==> src/rtl/uart_pkg.sv <==
// Shared UART definitions: arbiter state encodings, byte width, default watchdog length.
package uart_pkg;

    localparam int unsigned UART_DATA_W        = 8;
    localparam int unsigned ARB_TIMEOUT_CYCLES = 200000;

    // One-hot arbiter states
    typedef enum logic [3:0] {
        ARB_IDLE         = 4'b0001,
        ARB_START        = 4'b0010,
        ARB_WAIT_DONE    = 4'b0100,
        ARB_WAIT_RELEASE = 4'b1000
    } arb_state_e;

endpackage : uart_pkg

==> src/rtl/uart_tx_arbiter_rr_select.sv <==
// Combinational round-robin picker: first set request after last_grant_i (wrapping).
//   req_i        : request vector
//   last_grant_i : index served most recently
//   grant_o      : one-hot winner (zero if no request)
//   idx_o        : index of winner
//   any_o        : at least one request present
module rr_priority_select #(
    parameter  int unsigned N_REQ = 4,
    localparam int unsigned IDX_W = $clog2(N_REQ)
) (
    input  logic [N_REQ-1:0] req_i,
    input  logic [IDX_W-1:0] last_grant_i,
    output logic [N_REQ-1:0] grant_o,
    output logic [IDX_W-1:0] idx_o,
    output logic             any_o
);

    int unsigned cand;
    logic        found;

    // Walk last_grant+1 .. last_grant+N_REQ (mod N_REQ); the first hit wins
    always_comb begin
        grant_o = '0;
        idx_o   = '0;
        found   = 1'b0;
        cand    = 0;
        for (int unsigned i = 1; i <= N_REQ; i++) begin
            cand = (32'(last_grant_i) + i) % N_REQ;
            if (!found && req_i[cand]) begin
                found         = 1'b1;
                grant_o[cand] = 1'b1;
                idx_o         = IDX_W'(cand);
            end
        end
        any_o = found;
    end

endmodule : rr_priority_select

==> src/rtl/uart_tx_arbiter.sv <==
// Round-robin scheduler sharing one UART transmitter among N_REQ byte producers.
//   i_clock, i_reset     : clock, synchronous active-high reset
//   i_req_valid/_data    : per-requester byte offers (requester k at [k*DATA_W +: DATA_W])
//   o_req_ready          : combinational one-hot accept, only in IDLE
//   o_tx_start/_data     : one-cycle start pulse and held byte to the transmitter
//   i_tx_done            : transmitter done level (high during stop bit)
//   o_busy, o_grant_id   : frame in progress, owner of the current frame
//   o_timeout            : one-cycle pulse when the watchdog aborts a frame
module uart_tx_arbiter
    import uart_pkg::*;
#(
    parameter int unsigned N_REQ          = 4,
    parameter int unsigned DATA_W         = UART_DATA_W,
    parameter int unsigned TIMEOUT_CYCLES = ARB_TIMEOUT_CYCLES
) (
    input  logic                       i_clock,
    input  logic                       i_reset,
    input  logic [N_REQ-1:0]           i_req_valid,
    input  logic [N_REQ*DATA_W-1:0]    i_req_data,
    output logic [N_REQ-1:0]           o_req_ready,
    output logic                       o_tx_start,
    output logic [DATA_W-1:0]          o_tx_data,
    input  logic                       i_tx_done,
    output logic                       o_busy,
    output logic [$clog2(N_REQ)-1:0]   o_grant_id,
    output logic                       o_timeout
);

    localparam int unsigned IDX_W = $clog2(N_REQ);
    localparam int unsigned WD_W  = $clog2(TIMEOUT_CYCLES);
    localparam logic [WD_W-1:0]  WD_MAX = WD_W'(TIMEOUT_CYCLES - 1);
    // Counter value in the cycle before it reaches TIMEOUT_CYCLES-1
    localparam logic [WD_W-1:0]  WD_HIT = WD_W'(TIMEOUT_CYCLES - 2);
    localparam logic [IDX_W-1:0] LAST_RST = IDX_W'(N_REQ - 1);

    arb_state_e        state_q, state_d;
    logic [IDX_W-1:0]  last_grant_q, last_grant_d;
    logic [IDX_W-1:0]  grant_id_q, grant_id_d;
    logic [DATA_W-1:0] tx_data_q, tx_data_d;
    logic              tx_start_q, tx_start_d;
    logic              busy_q, busy_d;
    logic              timeout_q, timeout_d;
    logic [WD_W-1:0]   wd_cnt_q, wd_cnt_d;

    logic [N_REQ-1:0]  sel_grant;
    logic [IDX_W-1:0]  sel_idx;
    logic              sel_any;
    logic [DATA_W-1:0] sel_data;
    logic              accept;
    logic [WD_W-1:0]   wd_inc;
    logic              wd_hit;

    rr_priority_select #(
        .N_REQ (N_REQ)
    ) u_rr_select (
        .req_i        (i_req_valid),
        .last_grant_i (last_grant_q),
        .grant_o      (sel_grant),
        .idx_o        (sel_idx),
        .any_o        (sel_any)
    );

    assign sel_data    = i_req_data[32'(sel_idx)*DATA_W +: DATA_W];
    assign o_req_ready = (state_q == ARB_IDLE) ? sel_grant : '0;
    assign accept      = (state_q == ARB_IDLE) && sel_any;
    assign wd_inc      = (wd_cnt_q == WD_MAX) ? wd_cnt_q : wd_cnt_q + 1'b1;
    assign wd_hit      = (wd_cnt_q == WD_HIT);

    // State and output registers
    always_ff @(posedge i_clock) begin
        if (i_reset) begin
            state_q      <= ARB_IDLE;
            last_grant_q <= LAST_RST;
            grant_id_q   <= '0;
            tx_data_q    <= '0;
            tx_start_q   <= 1'b0;
            busy_q       <= 1'b0;
            timeout_q    <= 1'b0;
            wd_cnt_q     <= '0;
        end else begin
            state_q      <= state_d;
            last_grant_q <= last_grant_d;
            grant_id_q   <= grant_id_d;
            tx_data_q    <= tx_data_d;
            tx_start_q   <= tx_start_d;
            busy_q       <= busy_d;
            timeout_q    <= timeout_d;
            wd_cnt_q     <= wd_cnt_d;
        end
    end

    // Next-state and registered-output logic
    always_comb begin
        state_d      = state_q;
        last_grant_d = last_grant_q;
        grant_id_d   = grant_id_q;
        tx_data_d    = tx_data_q;
        tx_start_d   = 1'b0;
        timeout_d    = 1'b0;
        wd_cnt_d     = wd_cnt_q;

        case (state_q)
            ARB_IDLE: begin
                if (accept) begin
                    state_d      = ARB_START;
                    tx_data_d    = sel_data;
                    grant_id_d   = sel_idx;
                    last_grant_d = sel_idx;
                    tx_start_d   = 1'b1;
                end
            end
            ARB_START: begin
                wd_cnt_d = '0;
                state_d  = ARB_WAIT_DONE;
            end
            ARB_WAIT_DONE: begin
                wd_cnt_d = wd_inc;
                // A done arriving on the timeout cycle wins: the transmitter is in
                // its stop bit, so releasing to IDLE now could start a frame early.
                if (i_tx_done) begin
                    state_d = ARB_WAIT_RELEASE;
                end else if (wd_hit) begin
                    state_d   = ARB_IDLE;
                    timeout_d = 1'b1;
                end
            end
            ARB_WAIT_RELEASE: begin
                wd_cnt_d = wd_inc;
                // Release coinciding with the timeout is a normal completion
                if (!i_tx_done) begin
                    state_d = ARB_IDLE;
                end else if (wd_hit) begin
                    state_d   = ARB_IDLE;
                    timeout_d = 1'b1;
                end
            end
            default: begin
                state_d = ARB_IDLE;
            end
        endcase

        busy_d = (state_d != ARB_IDLE);
    end

    assign o_tx_start = tx_start_q;
    assign o_tx_data  = tx_data_q;
    assign o_busy     = busy_q;
    assign o_grant_id = grant_id_q;
    assign o_timeout  = timeout_q;

endmodule : uart_tx_arbiter

==> config.mk <==
export PLATFORM = sky130hd
export DESIGN_NAME = uart_tx_arbiter
export DESIGN_NICKNAME = d
export VERILOG_FILES = /design/src/rtl/uart_pkg.sv /design/src/rtl/uart_tx_arbiter_rr_select.sv /design/src/rtl/uart_tx_arbiter.sv
export SDC_FILE = /design/constraint.sdc
export NUM_CORES = 1
export LEC_CHECK = 0
export CORE_MARGIN = 2
export CORE_UTILIZATION = 45
export DETAILED_ROUTE_END_ITERATION = 8
export PLACE_DENSITY = 0.72
export SYNTH_ARGS = -nofsm -noshare
export SYNTH_HDL_FRONTEND = slang
export SYNTH_HIERARCHICAL = 1
export SYNTH_SLANG_ARGS = --single-unit
==> constraint.sdc <==
create_clock -name i_clock -period 5.4 [get_ports i_clock]
set_clock_uncertainty 0.1 [all_clocks]
set_input_delay 0.54 -clock i_clock [delete_from_list [all_inputs] [get_ports i_clock]]
set_output_delay 0.54 -clock i_clock [all_outputs]
set_load 0.05 [all_outputs]
==> reports/summary.txt, run 1 <==
Die ar. - 0.00628 mm2
Die X - 79.3 um
CTS tree - done
switching pwr - 432 uW
n_diodes - 0
RSZ-0062 raised after global routing - false
global-route wire length before repair - 9820 um
Yosys cell types - 57
Setup crit start kind - flip-flop
Finished Layout Cells - 412
DRC - 0
IO Count - 56
Synth Warn # - 6
DR vias - 2395
Worst Hold Class - reg -> reg
Final Hold Viols - 0
CP arrival - 3.38 ns
Worst Path Class, Setup - reg -> out
upper clock frequency limit - 249 MHz
asr flop ratio synth - 0%
gpl congestion - 0.876
Slew @ Worst Pin - 0.931 ns
Pre-Repair DR Iteration Count - 4
Critical Path Sink Type - primary output
Min Clock Period, post-route - 4.02 ns
WL/cell - 14.3 um
fin nets - 388
DP Cell Count - 404
sequential share of the synthesized area - 29.1%
Synth Net Count - 343
final worst-path cycle share - 74.5%
Die H - 79.3 um
LEAKAGE - 0.00110 uW
Initial Util - 46.6%
cells after synthesis - 294
Port Buffers - 55
VDD IR max - 0.162 mV
CORE AREA - 0.00547 mm2
Max Root-Sink Buffers - 2
max-capacitance violation count - 0
Synth Area in Compound Gates - 20.1%
area share of xor/xnor cells in the synthesized design - 1.77%
largest family of logic cells by synthesized area - simple AND/OR/NAND/NOR gates
Routed Antenna Nets - 0
drt via density - 5.81
initial DRC count - 135
fillers - 514
post-cts resize count - 0
power density over the cells - 346 mW/mm2
Int Pwr - 676 uW
largest fanout on the critical path - 17
vias in the first global route - 2159
Final Setup Violations - 0
Area Overhead vs Synth - 25.5%
mux contribution to synthesized area - 11.2%
run status - finished, final reports clean
post-DP HPWL - 4360 um
initial antenna violation count - 0
Comb pwr share - 47.2%
Post-Synth Simple-Gate Area - 27.6%
gr usage total - 19.4%
largest net degree at the start of global routing - 27
setup TNS - 0 ns
synthesized area - 0.00255 mm2
syn_area_per_cell - 8.67 um2
CTS Root Cell - clkbuf_8
Clock Power Share - 22.5%
Seq pwr share - 30.3%
sw frac - 39.0%
Pins Over Slew Limit - 0
routed wire length - 5880 um
slew margin rel. - 37.7%
Synth Register Bits - 37
Row Count - 27
Req. time, crit path - 4.76 ns
Post-Synth Adder-Cell Area - 4.91%
layout cell share with drive strength beyond 1 - 9.12%
postcts setup bufs - 0
clock-pin transition on the worst setup and hold timing paths - 0.07 ns
worst skew pair latency - 0.29 ns
CTS Hold Bufs - 0
Sink Count - 37
total congestion overflow - 0
number of synthesized flops with an enable pin - 0
total CTS buffers - 5
H-tree depth - 2
leading register cell type out of synthesis - dfxtp_1
[cells in the final DEF, fill, tap and decap left out, types with 4 or more instances in the layout]
cell / netlist / layout
and2_1: 5 / 5
dfxtp_1: 37 / 37
a221o_1: 5 / 5
nand2_1: 46 / 46
o21ai_1: 5 / 5
clkbuf_8: 0 / 6
o21ai_0: 4 / 4
inv_1: 7 / 7
nand3_1: 9 / 9
nor2_1: 17 / 17
a21oi_1: 30 / 30
mux2i_1: 6 / 6
nand4_1: 8 / 8
or4_1: 6 / 6
ha_1: 10 / 10
mux4_2: 9 / 9
o31ai_1: 7 / 7
nand2b_1: 4 / 4
clkdlybuf4s50_1: 0 / 55
and4_1: 4 / 4
[registers in the layout, indices dropped and copies added (netlist names)]
signal        count
wd_cnt_q         18
o_tx_data         8
state_q           4
last_grant_q      2
o_grant_id        2
o_busy            1
o_timeout         1
o_tx_start        1
[cells in the mapped netlist, drive strengths merged (8+ instances only)]
cell / instances / share of area [%]
a21oi: 32 / 6.6
buf: 10 / 3.1
dfxtp: 37 / 29
ha: 10 / 4.9
inv: 8 / 1.2
mux4: 9 / 8.0
nand2: 47 / 7.0
nand3: 9 / 1.8
nand4: 8 / 2.0
nor2: 19 / 3.0
o21ai: 9 / 1.8
[stage by stage]
step	hold WS [ns]	setup WS [ns]	cell area, um2	total power (uW)	util [%]
after floorplan	0.348	2.46	2550	739	-
after global placement	0.342	1.65	3080	861	56.3
after detailed placement	0.349	1.60	3080	864	56.3
after CTS	0.361	1.39	3200	1110	58.5
after global routing	0.386	1.21	3200	1160	58.5
final	0.358	1.38	3200	1110	58.5
[layout make-up]
cell class	count	area, um2	share of cell area, %
clock inverters	1	30.0	0.939
inverters	8	30.0	0.939
flip-flops and latches	37	741	23.2
clock buffers	7	86.3	2.70
repair buffers	55	551	17.2
well taps	72	90.1	2.82
multi-input cells	232	1670	52.2
[per-layer routing]
metal,routed length (um),GRT usage (%),vias up
met1,2590,24.6,1108
met3,496,6.59,5
met2,2730,31.1,97
met4,67,6.21,0
met5,0,0,-
li1,-,-,1185
[worst max-delay path, stage by stage (launching register included)]
cell and delay [ns]:
dfxtp_1 0.74, inv_2 0.18, ha_1 0.57, mux2i_4 0.40, nand2_1 0.10, o21ai_1 0.09
a221o_1 0.12, and2_1 0.11, clkdlybuf4s50_1 0.79
[cells by family (layout without fill, tap and decap cells)]
group,after synthesis,count (layout)
adders and majority gates,10,10
buffers and inverters,25,71
AOI/OAI and AO/OA,75,75
DFF,37,37
and+or+nand+nor,128,128
muxes,16,16
xor gates and xnor gates,3,3
[worst paths after layout]
| check | depth (start not counted) | from | slack (ns) | end |
|---|---|---|---|---|
| setup / recovery | 8 | last_grant_q[0] | 1.38 | o_req_ready[1] |
| hold / removal | 2 | o_tx_data[0] | 0.36 | o_tx_data[0] |
| setup reg to reg | 8 | last_grant_q[0] | 2.12 | o_tx_data[4] |
| hold reg to reg | 2 | o_tx_data[0] | 0.36 | o_tx_data[0] |
[power groups by stage]
stage	registers [uW]	clock network, uW	logic [uW]
after global routing	341	264	559
final	336	249	523
after detailed placement	342	0	522
after global placement	340	0	521
after CTS	336	254	525
after floorplan	405	0	334
No activity file was read; power rests on OpenSTA's default activity.
==> run 2, diff against run 1 <==
- clock period: 5.4 -> 4 ns (I/O delays scaled with it)
==> reports/summary.txt, run 2 (synthesized netlist as in run 1, its figures left out) <==
Routed Antenna Nets - 0
VDD IR max - 0.190 mV
worst hold stages - 2
Setup crit start kind - input port
layout cell share with drive strength beyond 1 - 10.5%
Min Clock Period, post-route - 3.52 ns
reg2reg setup slack - 1.01 ns
final worst-path cycle share - 87.9%
Finished Layout Cells - 416
Pre-Repair DR Iteration Count - 5
fin nets - 392
Final Util - 58.6%
Req. time, crit path - 3.50 ns
commonest non-fill, non-tap cells in the layout - 55 x clkdlybuf4s50_1, 46 x nand2_1, 37 x dfxtp_1
Largest register FFs - 18
gpl congestion - 0.898
Die X - 79.3 um
routed wire length - 5900 um
post-cts resize count - 0
H-tree depth - 2
max-capacitance violation count - 0
DP Cell Count - 408
total CTS buffers - 5
Largest Register - wd_cnt_q
gr usage total - 19.5%
power density over the cells - 454 mW/mm2
Max Root-Sink Buffers - 2
worst r2r dst - o_tx_data[4]
post-DP HPWL - 4370 um
Die H - 79.3 um
Hold Crit Start - o_tx_data[7]
Initial Util - 46.6%
n_diodes - 0
vias in the first global route - 2186
postcts setup bufs - 0
fin worst setup slack - 0.483 ns
CTS Hold Bufs - 0
Worst Path Class, Setup - in -> out
global-route wire length before repair - 9740 um
clock-pin transition on the worst setup and hold timing paths - 0.07 ns
Final Hold Viols - 0
DR vias - 2388
slew margin rel. - 59.8%
initial DRC count - 103
IO Count - 56
Pins Over Slew Limit - 0
Final Setup Violations - 0
fillers - 519
DRC - 0
CORE AREA - 0.00547 mm2
Slew @ Worst Pin - 0.602 ns
RSZ-0062 raised after global routing - false
drt via density - 5.74
Sink Count - 37
Row Count - 27
Worst R2R Start - last_grant_q[0]
register area - 741 um2
commonest non-fill, non-tap cell in the layout - clkdlybuf4s50_1
footprint of the multi-input gates - 0.00167 mm2
WL/cell - 14.2 um
CTS Root Cell - clkbuf_8
Worst Hold End - o_tx_data[7]
Worst Hold Class - reg -> reg
LEAKAGE - 0.00111 uW
CTS tree - done
Place WS - 0.505 ns
setup TNS - 0 ns
CP arrival - 3.02 ns
total congestion overflow - 0
Critical Path Sink Type - primary output
largest net degree at the start of global routing - 17
initial antenna violation count - 0
worst skew pair latency - 0.29 ns
largest fanout on the critical path - 10
Area Overhead vs Synth - 25.9%
upper clock frequency limit - 284 MHz
reg2reg path depth - 9
Port Buffers - 55
Die ar. - 0.00628 mm2
run status - finished, final reports clean
run 2: changes by cell type in the layout (fill, tap and decap cells not counted):
cell and change:
clkinv_4 +1, clkbuf_1 -1, buf_4 +4, bufinv_16 -1
clkinv_2 +1
run 2: final cells by class:
class / instances / share of cell area [%]
clock buffers: 6 / 2.57
clock inverters: 2 / 0.429
inverters: 8 / 0.936
multi-input cells: 232 / 52.1
flip-flops and latches: 37 / 23.1
well taps: 72 / 2.81
repair buffers: 59 / 18.1
run 2: worst max-delay path by stage:
stage,from,end,cells past startpoint
2_1_floorplan,last_grant_q[0],o_tx_data[0],12
3_3_place_gp,i_req_valid[2],o_req_ready[0],8
3_5_place_dp,i_req_valid[2],o_req_ready[1],8
4_1_cts,i_req_valid[2],o_req_ready[1],8
5_1_grt,i_req_valid[2],o_req_ready[3],8
6_report,i_req_valid[2],o_req_ready[1],8
run 2: where the power goes:
group	total [uW]	internal [uW]	leakage (uW)	switching, uW
registers	433	407	0.000302	25.5
clock network	283	140	0.0000512	143
logic	742	315	0.000757	427
total	1460	862	0.00111	595
run 2: per-layer routing:
| metal | vias up | share of wire [%] | global-route usage (%) |
|---|---|---|---|
| li1 | 1186 | - | - |
| met1 | 1099 | 43 | 22.3 |
| met4 | 0 | 1.9 | 7.07 |
| met5 | - | 0 | 0 |
| met3 | 9 | 8.4 | 6.59 |
| met2 | 94 | 47 | 33.6 |
run 2: through the flow:
step,area (um2),hold slack [ns],total power [uW]
after floorplan,2550,0.348,998
after global placement,3110,0.341,1180
after detailed placement,3110,0.346,1180
after CTS,3210,0.356,1460
after global routing,3210,0.376,1540
final,3210,0.357,1460
run 2: worst max-delay path: stages:
cell	delay, ns
clkdlybuf4s50_1	0.66
or3b_1	0.38
o21ai_1	0.08
a21oi_1	0.10
o22ai_2	0.28
a221o_1	0.19
and2_1	0.12
clkdlybuf4s50_1	0.80
==> run 3, diff against run 2 <==
==> constraint.sdc (replaced) <==
create_clock -name i_clock -period 4 [get_ports i_clock]
set_clock_uncertainty 0.1 [all_clocks]
set_input_delay 0.8 -clock i_clock [delete_from_list [all_inputs] [get_ports i_clock]]
set_output_delay 0.8 -clock i_clock [all_outputs]
set_load 0.05 [all_outputs]
==> reports/summary.txt, run 3 (synthesized netlist as in run 1, its figures left out) <==
Worst Hold Class - reg -> reg
gr usage total - 19.6%
gpl congestion - 0.861
CP arrival - 2.83 ns
postcts setup bufs - 0
CTS tree - done
vias in the first global route - 2204
Initial Util - 46.6%
largest net degree at the start of global routing - 17
total CTS buffers - 5
post-cts resize count - 0
Worst Path Buf+Inv - 2
fin worst setup slack - 0.274 ns
reg2reg path depth - 10
DR vias - 2407
largest fanout on the critical path - 10
max-capacitance violation count - 0
total congestion overflow - 0
drt via density - 5.79
LEAKAGE - 0.00113 uW
slowest CP cell - clkdlybuf4s50_1
CTS Hold Bufs - 0
routed wire length - 5840 um
IO Count - 56
Critical Path Sink Type - primary output
Worst Path Class, Setup - in -> out
Routed Antenna Nets - 0
Worst R2R Start - last_grant_q[0]
H-tree depth - 2
Final Hold Viols - 0
post-DP HPWL - 4460 um
global-route wire length before repair - 9890 um
n_diodes - 0
Pre-Repair DR Iteration Count - 4
layout cell share with drive strength beyond 1 - 11.6%
commonest non-fill, non-tap cells in the layout - 51 x clkdlybuf4s50_1, 46 x nand2_1, 37 x dfxtp_1
Die X - 79.3 um
run status - finished, final reports clean
Area Overhead vs Synth - 27.5%
CP delay by family, top - buffers and inverters
Crit path largest cell delay - 0.66 ns
CORE AREA - 0.00547 mm2
reg2reg setup slack - 1.28 ns
Row Count - 27
Worst Hold End - o_tx_data[7]
VDD IR max - 0.232 mV
Pins Over Slew Limit - 0
Final Setup Violations - 0
final worst-path cycle share - 93.2%
CTS Root Cell - clkbuf_8
Sink Count - 37
setup TNS - 0 ns
Setup crit start kind - input port
fin nets - 392
Min Clock Period, post-route - 3.73 ns
WL/cell - 14.0 um
Largest register FFs - 18
Place WS - 0.282 ns
Port Buffers - 55
RSZ-0062 raised after global routing - false
initial antenna violation count - 0
worst r2r dst - o_tx_data[4]
Max Root-Sink Buffers - 2
Largest Register - wd_cnt_q
commonest non-fill, non-tap cell in the layout - clkdlybuf4s50_1
Die H - 79.3 um
slew margin rel. - 61.3%
Hold Crit Start - o_tx_data[7]
CP cell instances - clkdlybuf4s50_1, or3b_1, o21ai_1, a21oi_1, o22ai_2, a221o_1, and2_1, buf_12
initial DRC count - 181
upper clock frequency limit - 268 MHz
worst skew pair latency - 0.29 ns
power density over the cells - 457 mW/mm2
Die ar. - 0.00628 mm2
DRC - 0
Slew @ Worst Pin - 0.578 ns
clock-pin transition on the worst setup and hold timing paths - 0.06 ns
worst hold stages - 2
Req. time, crit path - 3.10 ns
run 3: cell count changes in the layout (fill, tap and decap cells not counted), sizes merged:
cell and change:
buf +4, clkdlybuf4s50 -4
run 3: tightest hold or removal path, cell delays in order (launching register included):
cell	delay, ns
dfxtp_1	0.31
nand2_1	0.05
a21oi_1	0.05
run 3: area by class of cell:
| cell class | count | area, um2 |
|---|---|---|
| sequential | 37 | 741 |
| clock inverter | 2 | 13.8 |
| timing repair buffer | 59 | 621 |
| clock buffer | 6 | 82.6 |
| tap | 72 | 90.1 |
| fill | 509 | 2220 |
| inverter | 8 | 30.0 |
| multi-input combinational | 232 | 1670 |
run 3: worst max-delay path by stage:
stage | from | endpoint | depth (start not counted)
after detailed placement | i_req_valid[2] | o_req_ready[0] | 8
after CTS | i_req_valid[2] | o_req_ready[0] | 8
after global routing | i_req_valid[2] | o_req_ready[0] | 8
final | i_req_valid[2] | o_req_ready[0] | 8
after global placement | i_req_valid[2] | o_req_ready[0] | 8
after floorplan | i_req_valid[0] | o_tx_data[0] | 10
run 3: stage by stage:
stage	total power [uW]	utilization [%]	cells	hold WS [ns]	instance area, um2
after floorplan	998	-	294	0.348	2550
after global placement	1220	57.6	408	0.342	3150
after detailed placement	1220	57.6	408	0.348	3150
after CTS	1500	59.4	416	0.356	3250
after global routing	1570	59.4	416	0.374	3250
final	1490	59.4	416	0.354	3250
run 3: power breakdown:
part | switching (uW) | internal (uW)
Clock | 136 | 140
Combinational | 432 | 344
Sequential | 25.4 | 407
Total | 594 | 891
run 3: routing by layer:
layer | global-route usage (%) | vias up | wire length (um)
li1 | - | 1192 | -
met5 | 0 | - | 0
met3 | 7.16 | 7 | 485
met1 | 23.1 | 1124 | 2350
met4 | 7.07 | 0 | 80
met2 | 32.7 | 84 | 2920
